[config.mk]
export PLATFORM = sky130hd
export DESIGN_NAME = ask_demod
export DESIGN_NICKNAME = d
export VERILOG_FILES = /design/src/rtl/ask_demod.sv
export SDC_FILE = /design/constraint.sdc
export NUM_CORES = 1
export LEC_CHECK = 0
export ABC_AREA = 1
export CORE_ASPECT_RATIO = 0.8
export CORE_MARGIN = 2
export CORE_UTILIZATION = 55
export DETAILED_ROUTE_END_ITERATION = 8
export PLACE_DENSITY = 0.76
export SLEW_MARGIN = 15
export SYNTH_ARGS = -nofsm -noshare
export SYNTH_HDL_FRONTEND = slang
export SYNTH_SLANG_ARGS = --single-unit
[constraint.sdc]
create_clock -name clk -period 4.24 [get_ports clk]
set_input_delay 0.848 -clock clk [delete_from_list [all_inputs] [get_ports clk]]
set_output_delay 0.848 -clock clk [all_outputs]
set_load 0.1 [all_outputs]
[src/rtl/ask_demod.sv]
// ask_demod: non-coherent ASK demodulator. Integrates |in - MID| over one symbol and thresholds the sum.
// Optional sticky out-of-range flag is built only when ASK_DEMOD_RANGE_CHECK_EN is defined.
module ask_demod #(
  parameter int unsigned MID             = 10000,
  parameter int unsigned SAMPLES_PER_SYM = 64,
  parameter int unsigned THRESHOLD       = 203540
) (
  input  logic        clk,
  input  logic        rst,
  input  logic [15:0] in,
  input  logic        in_valid,
  output logic        dout,
  output logic        dout_valid,
  output logic        range_err
);

  localparam logic [15:0] MID_V   = 16'(MID);
  localparam logic [19:0] THR_V   = 20'(THRESHOLD);
  localparam logic [5:0]  LAST_PH = 6'(SAMPLES_PER_SYM - 1);

  typedef enum logic {ACCUM, DECIDE} state_e;

  function automatic logic [15:0] abs_dev(input logic [15:0] x);
    logic signed [16:0] diff;
    diff = $signed({1'b0, x}) - $signed({1'b0, MID_V});
    return (diff < 0) ? 16'(-diff) : diff[15:0];
  endfunction

  state_e      state;
  logic [5:0]  phase_q, phase_d;
  logic [19:0] acc_q, acc_d;
  logic        dout_q, dout_d;
  logic        dout_valid_q, dout_valid_d;
  logic [15:0] dev;
  logic [19:0] total;

  assign dev   = abs_dev(in);
  assign total = acc_q + {4'b0, dev};
  assign state = (phase_q == LAST_PH) ? DECIDE : ACCUM;

  // Next-state: the symbol-end sample clears the integrator so the following sample starts fresh
  always_comb begin
    phase_d = phase_q;
    acc_d   = acc_q;
    if (in_valid) begin
      unique case (state)
        ACCUM: begin
          phase_d = phase_q + 6'd1;
          acc_d   = total;
        end
        DECIDE: begin
          phase_d = '0;
          acc_d   = '0;
        end
      endcase
    end
  end

  always_comb begin
    dout_d       = dout_q;
    dout_valid_d = 1'b0;
    if (in_valid && (state == DECIDE)) begin
      dout_d       = (total > THR_V);
      dout_valid_d = 1'b1;
    end
  end

  always_ff @(posedge clk) begin
    if (rst) begin
      phase_q      <= '0;
      acc_q        <= '0;
      dout_q       <= 1'b0;
      dout_valid_q <= 1'b0;
    end else begin
      phase_q      <= phase_d;
      acc_q        <= acc_d;
      dout_q       <= dout_d;
      dout_valid_q <= dout_valid_d;
    end
  end

  assign dout       = dout_q;
  assign dout_valid = dout_valid_q;

`ifdef ASK_DEMOD_RANGE_CHECK_EN
  localparam logic [16:0] RANGE_MAX = 17'(2 * MID);

  logic range_err_q, range_err_d;

  // Sticky until reset; offending samples are still integrated
  always_comb begin
    range_err_d = range_err_q | (in_valid && ({1'b0, in} > RANGE_MAX));
  end

  always_ff @(posedge clk) begin
    if (rst) range_err_q <= 1'b0;
    else     range_err_q <= range_err_d;
  end

  assign range_err = range_err_q;
`else
  assign range_err = 1'b0;
`endif

endmodule

# --- Word level (Yosys, flattened, before mapping) ---
# Cells that the tools add are included.
word_totals:
  word_cells: 18
  ff_bits: 28
  inputBits: 19
op_classes:
  n_bitwise: 1
  order_cmp: 2
  add_sub_neg: 4
  reduce_logical: 1
  muxes: 5
  eq_ne: 1
op_table:
  columns: ["cell", "count"]
  rows:
  - ["$pmux W20 S2", 1]
  - ["$add A20 B16 Y20", 1]
  - ["$gt A20 B18 Y1 const B", 1]
  - ["$lt A17 B1 Y1 const B", 1]
  - ["$sub A16 B14 Y17 const B", 1]
  - ["$mux W16", 1]
  - ["$neg A16 Y16", 1]
  - ["$pmux W6 S2", 1]
  - ["$add A6 B1 Y6 const B", 1]
  - ["$eq A6 B6 Y1 const B", 1]
  - ["$mux W1", 2]
  - ["$logic_and A1 B1 Y1", 1]
  - ["$not A1 Y1", 1]

# --- Logic depth before layout (Yosys ltp) ---
# Gate-level depths: netlist (run 1).
logic_depth:
  ltp_word: 5
  ltp_mapped: 29
  mapped_depth_nobuf: 29

# --- Least setup slack after synthesis (run 1) ---
# OpenSTA, ideal clock, no wires.
synth_timing:
  path_kind: "input to register"
  from: "input port in[5]"
  to: "register dout_q, in the netlist dout"
  path_slack_ps: 534
  t_arrival_ps: 3584
  cell_stages: 25
  cell_sequence: "inv_1 ha_1 nand2_1 nor2_2 inv_2 nand4_1 nand3b_1 nand2_1 or2_4 buf_6 o21ai_1 inv_1 fa_1 inv_1 nand2_1 nand2_1 nand4_1 nand2_1 nand3_1 nand2_1 inv_1 o21ai_0 nand3_1 nor2_1 a21oi_1"
synth_via:
  elab_chain_len: 5
  elab_cells_between_ends: 6
synth_lines:
  columns: ["item", "line", "source"]
  rows:
  - ["start, declared", "10", "input logic [15:0] in,"]
  - ["$sub A16 B14 Y17 (*)", "25", "diff = $signed({1'b0, x}) - $signed({1'b0, MID_V});"]
  - ["$neg A16 Y16 or $lt A17 B1 Y1 (tied branches)", "26", "return (diff < 0) ? 16'(-diff) : diff[15:0];"]
  - ["$mux W16 (*)", "26", null]
  - ["$add A20 B16 Y20 (*)", "38", "assign total = acc_q + {4'b0, dev};"]
  - ["$gt A20 B18 Y1 (*)", "63", "dout_d = (total > THR_V);"]
  - ["end signal, assigned", "77", "dout_q <= dout_d;"]
  - ["end, declared", "32", "logic dout_q, dout_d;"]
# Mark *: on every way between the ends. The rest lies on a longest branch, timed or not.
# A chain may end at the register's enable or synchronous reset.

# --- Worst setup path in the final report (run 1) ---
layout_timing:
  from: "input port in[7]"
  to: "register dout_q, in the netlist dout"
# Same word-level chain as after synthesis.

==> results of run 1 <==
[what timing repair did]
item | CTS | global route
resized for setup | 0 | 70
buffers inserted | 0 | 2
setup endpoints to repair | 0 | 12
[logic make-up after synthesis]
family	Yosys count
xor gates and xnor gates	27
adders and majority gates	23
buffers and inverters	87
and+or+nand+nor	283
other	1
AOI/OAI and AO/OA	44
DFF	28
[worst paths after layout]
path / start / slack [ns] / depth (start not counted) / to
max: in[7] / 0.21 / 24 / dout$_SDFFE_PP0P_
min: acc_q[0]$_SDFFE_PP0P_ / 0.47 / 2 / acc_q[0]$_SDFFE_PP0P_
min reg2reg: acc_q[0]$_SDFFE_PP0P_ / 0.47 / 2 / acc_q[0]$_SDFFE_PP0P_
max reg2reg: acc_q[0]$_SDFFE_PP0P_ / 1.75 / 17 / dout$_SDFFE_PP0P_
[synth_stat cells (2+ instances only)]
| master | n | share of area [%] |
|---|---|---|
| nand2_1 | 165 | 21 |
| inv_1 | 76 | 9.8 |
| nor2_1 | 43 | 5.5 |
| nand3_1 | 35 | 6.0 |
| a21oi_1 | 30 | 5.1 |
| dfxtp_1 | 28 | 19 |
| ha_1 | 22 | 9.4 |
| xor2_1 | 18 | 5.4 |
| nor3_1 | 8 | 1.4 |
| nand4_1 | 7 | 1.5 |
| xnor2_1 | 7 | 2.1 |
| nand2_2 | 6 | 1.3 |
| nor2_2 | 6 | 1.3 |
| clkbuf_1 | 5 | 0.64 |
| o21ai_0 | 5 | 0.86 |
| nand3b_1 | 4 | 1.0 |
| a21oi_2 | 3 | 0.90 |
| inv_2 | 3 | 0.39 |
| nand3_2 | 2 | 0.69 |
| or2_4 | 2 | 0.60 |
[layer usage]
layer	vias to the layer above	GRT usage, %	wire length, µm
met4	0	9.88	261
li1	1688	-	-
met5	-	0	0
met3	35	3.83	393
met1	1509	34.2	3690
met2	103	41.4	3920
[layout make-up]
type / count / area (µm²) / area share, %
multi-input cells: 378 / 2270 / 58.3
well taps: 62 / 77.6 / 1.99
repair buffers: 78 / 647 / 16.6
clock buffers: 3 / 41.3 / 1.06
flip-flops and latches: 28 / 561 / 14.4
inverters: 79 / 300 / 7.70
[sequential cells by signal, indices dropped and copies added (netlist names)]
| signal | flops |
|---|---|
| acc_q | 20 |
| dout | 1 |
| dout_valid | 1 |
| phase_q | 6 |
[placed cells by master (no fill, tap or decap), drive strengths merged]
master	n
inv	78
nand3b	4
o211a	1
fa	1
conb	1
and2	1
xnor2	8
and3b	1
clkinvlp	1
buf	58
dlymetal6s2s	3
nor4	1
a211oi	1
clkbuf	3
nor3	8
and3	1
nor2	49
or2	2
clkdlybuf4s50	17
ha	22
dfxtp	28
a21oi	33
xor2	19
o21ai	7
nand4	7
nand2	172
nand3	37
a31oi	1
a2bb2oi	1
[where the power goes]
part,internal [W],switching (W),total [W]
sequential,0.000290,0.0000257,0.000316
clock,0.0000638,0.0000782,0.000142
combinational,0.000359,0.000475,0.000833
[metrics by stage]
stage / hold slack [ns] / TNS, ns / worst slack, ns
after global routing: 0.502 / -0.176 / -0.0952
final: 0.474 / 0 / 0.212
after CTS: 0.477 / 0 / 0.0459
after floorplan: 0.444 / 0 / 0.534
after global placement: 0.461 / -0.453 / -0.178
after detailed placement: 0.464 / -0.832 / -0.214
[tightest hold or removal path: cells and delay by family (launching register included)]
| kind | cells | cell delay [ns] |
|---|---|---|
| simple gates | 1 | 0.06 |
| compound gates | 1 | 0.05 |
| flops | 1 | 0.32 |
==> run metrics, run 1 <==
outcome=completed; GP Congestion=between 0.9 and 1; main combinational cell family by area after synthesis=simple AND/OR/NAND/NOR gates; cell-by-cell listing of the critical path=clkdlybuf4s50_1 > nor2_4 > inv_2 > nand4_1 > nand3b_1 > nand2_1 > or2_4 > clkinvlp_4 > nand2_2 > xor2_1 > ha_1 > nand2_2 > inv_1 > nand4_1 > nand2_2 > nand2_1 > nand2_2 > nand3_1 > nor2_2 > nand3_1 > nor2_1 > nor2_1 > nand2_1 > a21oi_2; starting density of the core=between 50 and 60%; share of the cycle needed by the critical path after routing=between 90% and 100%; die height=approximately 70 µm; maximum number of pins on one net before global-route repair=25; detailed placement HPWL=roughly 6.0 mm; input/output buffers=20; post-placement cell area=between 0.003 and 0.004 mm²; crit start category=primary input; final setup violation count=0; EDFF count, synth=0; DRT Wirelength=a little over 8 mm; post-route standard cell area excluding fillers=around 0.0039 mm²; Max Buffers Root-to-Sink=2; share of final-layout standard cells stronger than drive strength 1=approximately a quarter; Die Span X=85.5 µm; global routing usage summed across all routing layers=approximately a quarter; Mapped Cells=493; via count of the first global-routing pass=between 2000 and 3000; insertion delay of the later-clocked pin in the worst-skew pair=roughly 0.27 ns; Worst Max-Slew Pin Slew=roughly 0.96 ns; Pwr per Cell Area=331 mW/mm²; Critical Path Most Common Cell=nand2_2; Data arrival, critical path=roughly 4.2 ns; Iteration-0 DRC Markers=170; synthesized net count=approximately 540; CTS Buf Count=3; maximum vdd drop=between 0.0002 and 0.00025 V; synthesized area per cell=~5.9 µm²; area added between synthesis and finish=33.6%; area enclosed by the die boundary=around 0.0059 mm²; leakage power figure=roughly 2 nW; fill cell instance count of the final layout=between 400 and 500; sequential share of the synthesized area=around 19%; vias post-DR=3335; xor-xnor portion of the synthesized cell area=about 8.6%; clock tree from TritonCTS=built; first-pass GRT wire length=12.4 mm; flip-flop and latch count after synthesis=28; multiplexer share of the synthesized area=0%; Max Transition Viols Final=0; classification of the worst-slack hold path=reg -> reg; dominant register cell in the synthesized netlist=dfxtp_1; number of synthesis warnings=0; remaining number of nets flagged by the antenna check after routing=0; number of iterations in the first detailed-routing pass=6; CP required=about 4.4 ns; Compound-Gate Fraction of Synth Area=under 10%; number of diodes added for antenna fixing=0; post-synthesis share of cell area spent on full adders, half adders and majority gates=10.1%; fin util=77.0%; number of vias per cell after detailed routing=around 5.3; cell family with most CP delay=simple AND/OR/NAND/NOR gates; post-synthesis async set-or-reset flop share=0%; Setup crit end kind=register; max_cap viols=0; Overall Power=roughly 0.0013 W; Placed Instances=623; Worst-path clk slew=about 0.090 ns; Cell Area, Synth=0.00292 mm²; simple-gate share of the synthesized area=roughly two fifths; count of clock tree sinks=28; Fmax=between 0.2 and 0.25 GHz; Residual DRC=0; Final Hold Viols=0; number of buffers inserted by hold repair at cts=0; grt ovf=0; Worst Setup Path Type=in -> reg; CTS H-tree depth=1; WL per Instance=13.2 µm; minimum clock period=around 4 ns; CP max stage cell=clkdlybuf4s50_1; # IOs=22; delay contributed by the slowest stage of the critical path=approximately 0.47 ns; Worst Path Max Fanout=7; initial antenna violation count=0; Clock Skew=between 0.003 and 0.004 ns; number of placement rows=23; headroom to the max-slew limit=between 30% and 40%; number of library cell types mapped by synthesis=38; Floorplan Core Area=~0.0051 mm²; number of buffers and inverters on the critical path=4; final-stage net count=610; post-layout instance count excluding filler cells=between 600 and 700; cell chosen for the clock root=clkbuf_8
No activity file was read; power rests on OpenSTA's default activity.
==> inputs of run 2 (changes only) <==
Settings changed: CAP_MARGIN set to 20, SKIP_CTS_REPAIR_TIMING set to 1.
==> results of run 2 <==
No change in the layout: final DEF, timing and power equal those of run 1.
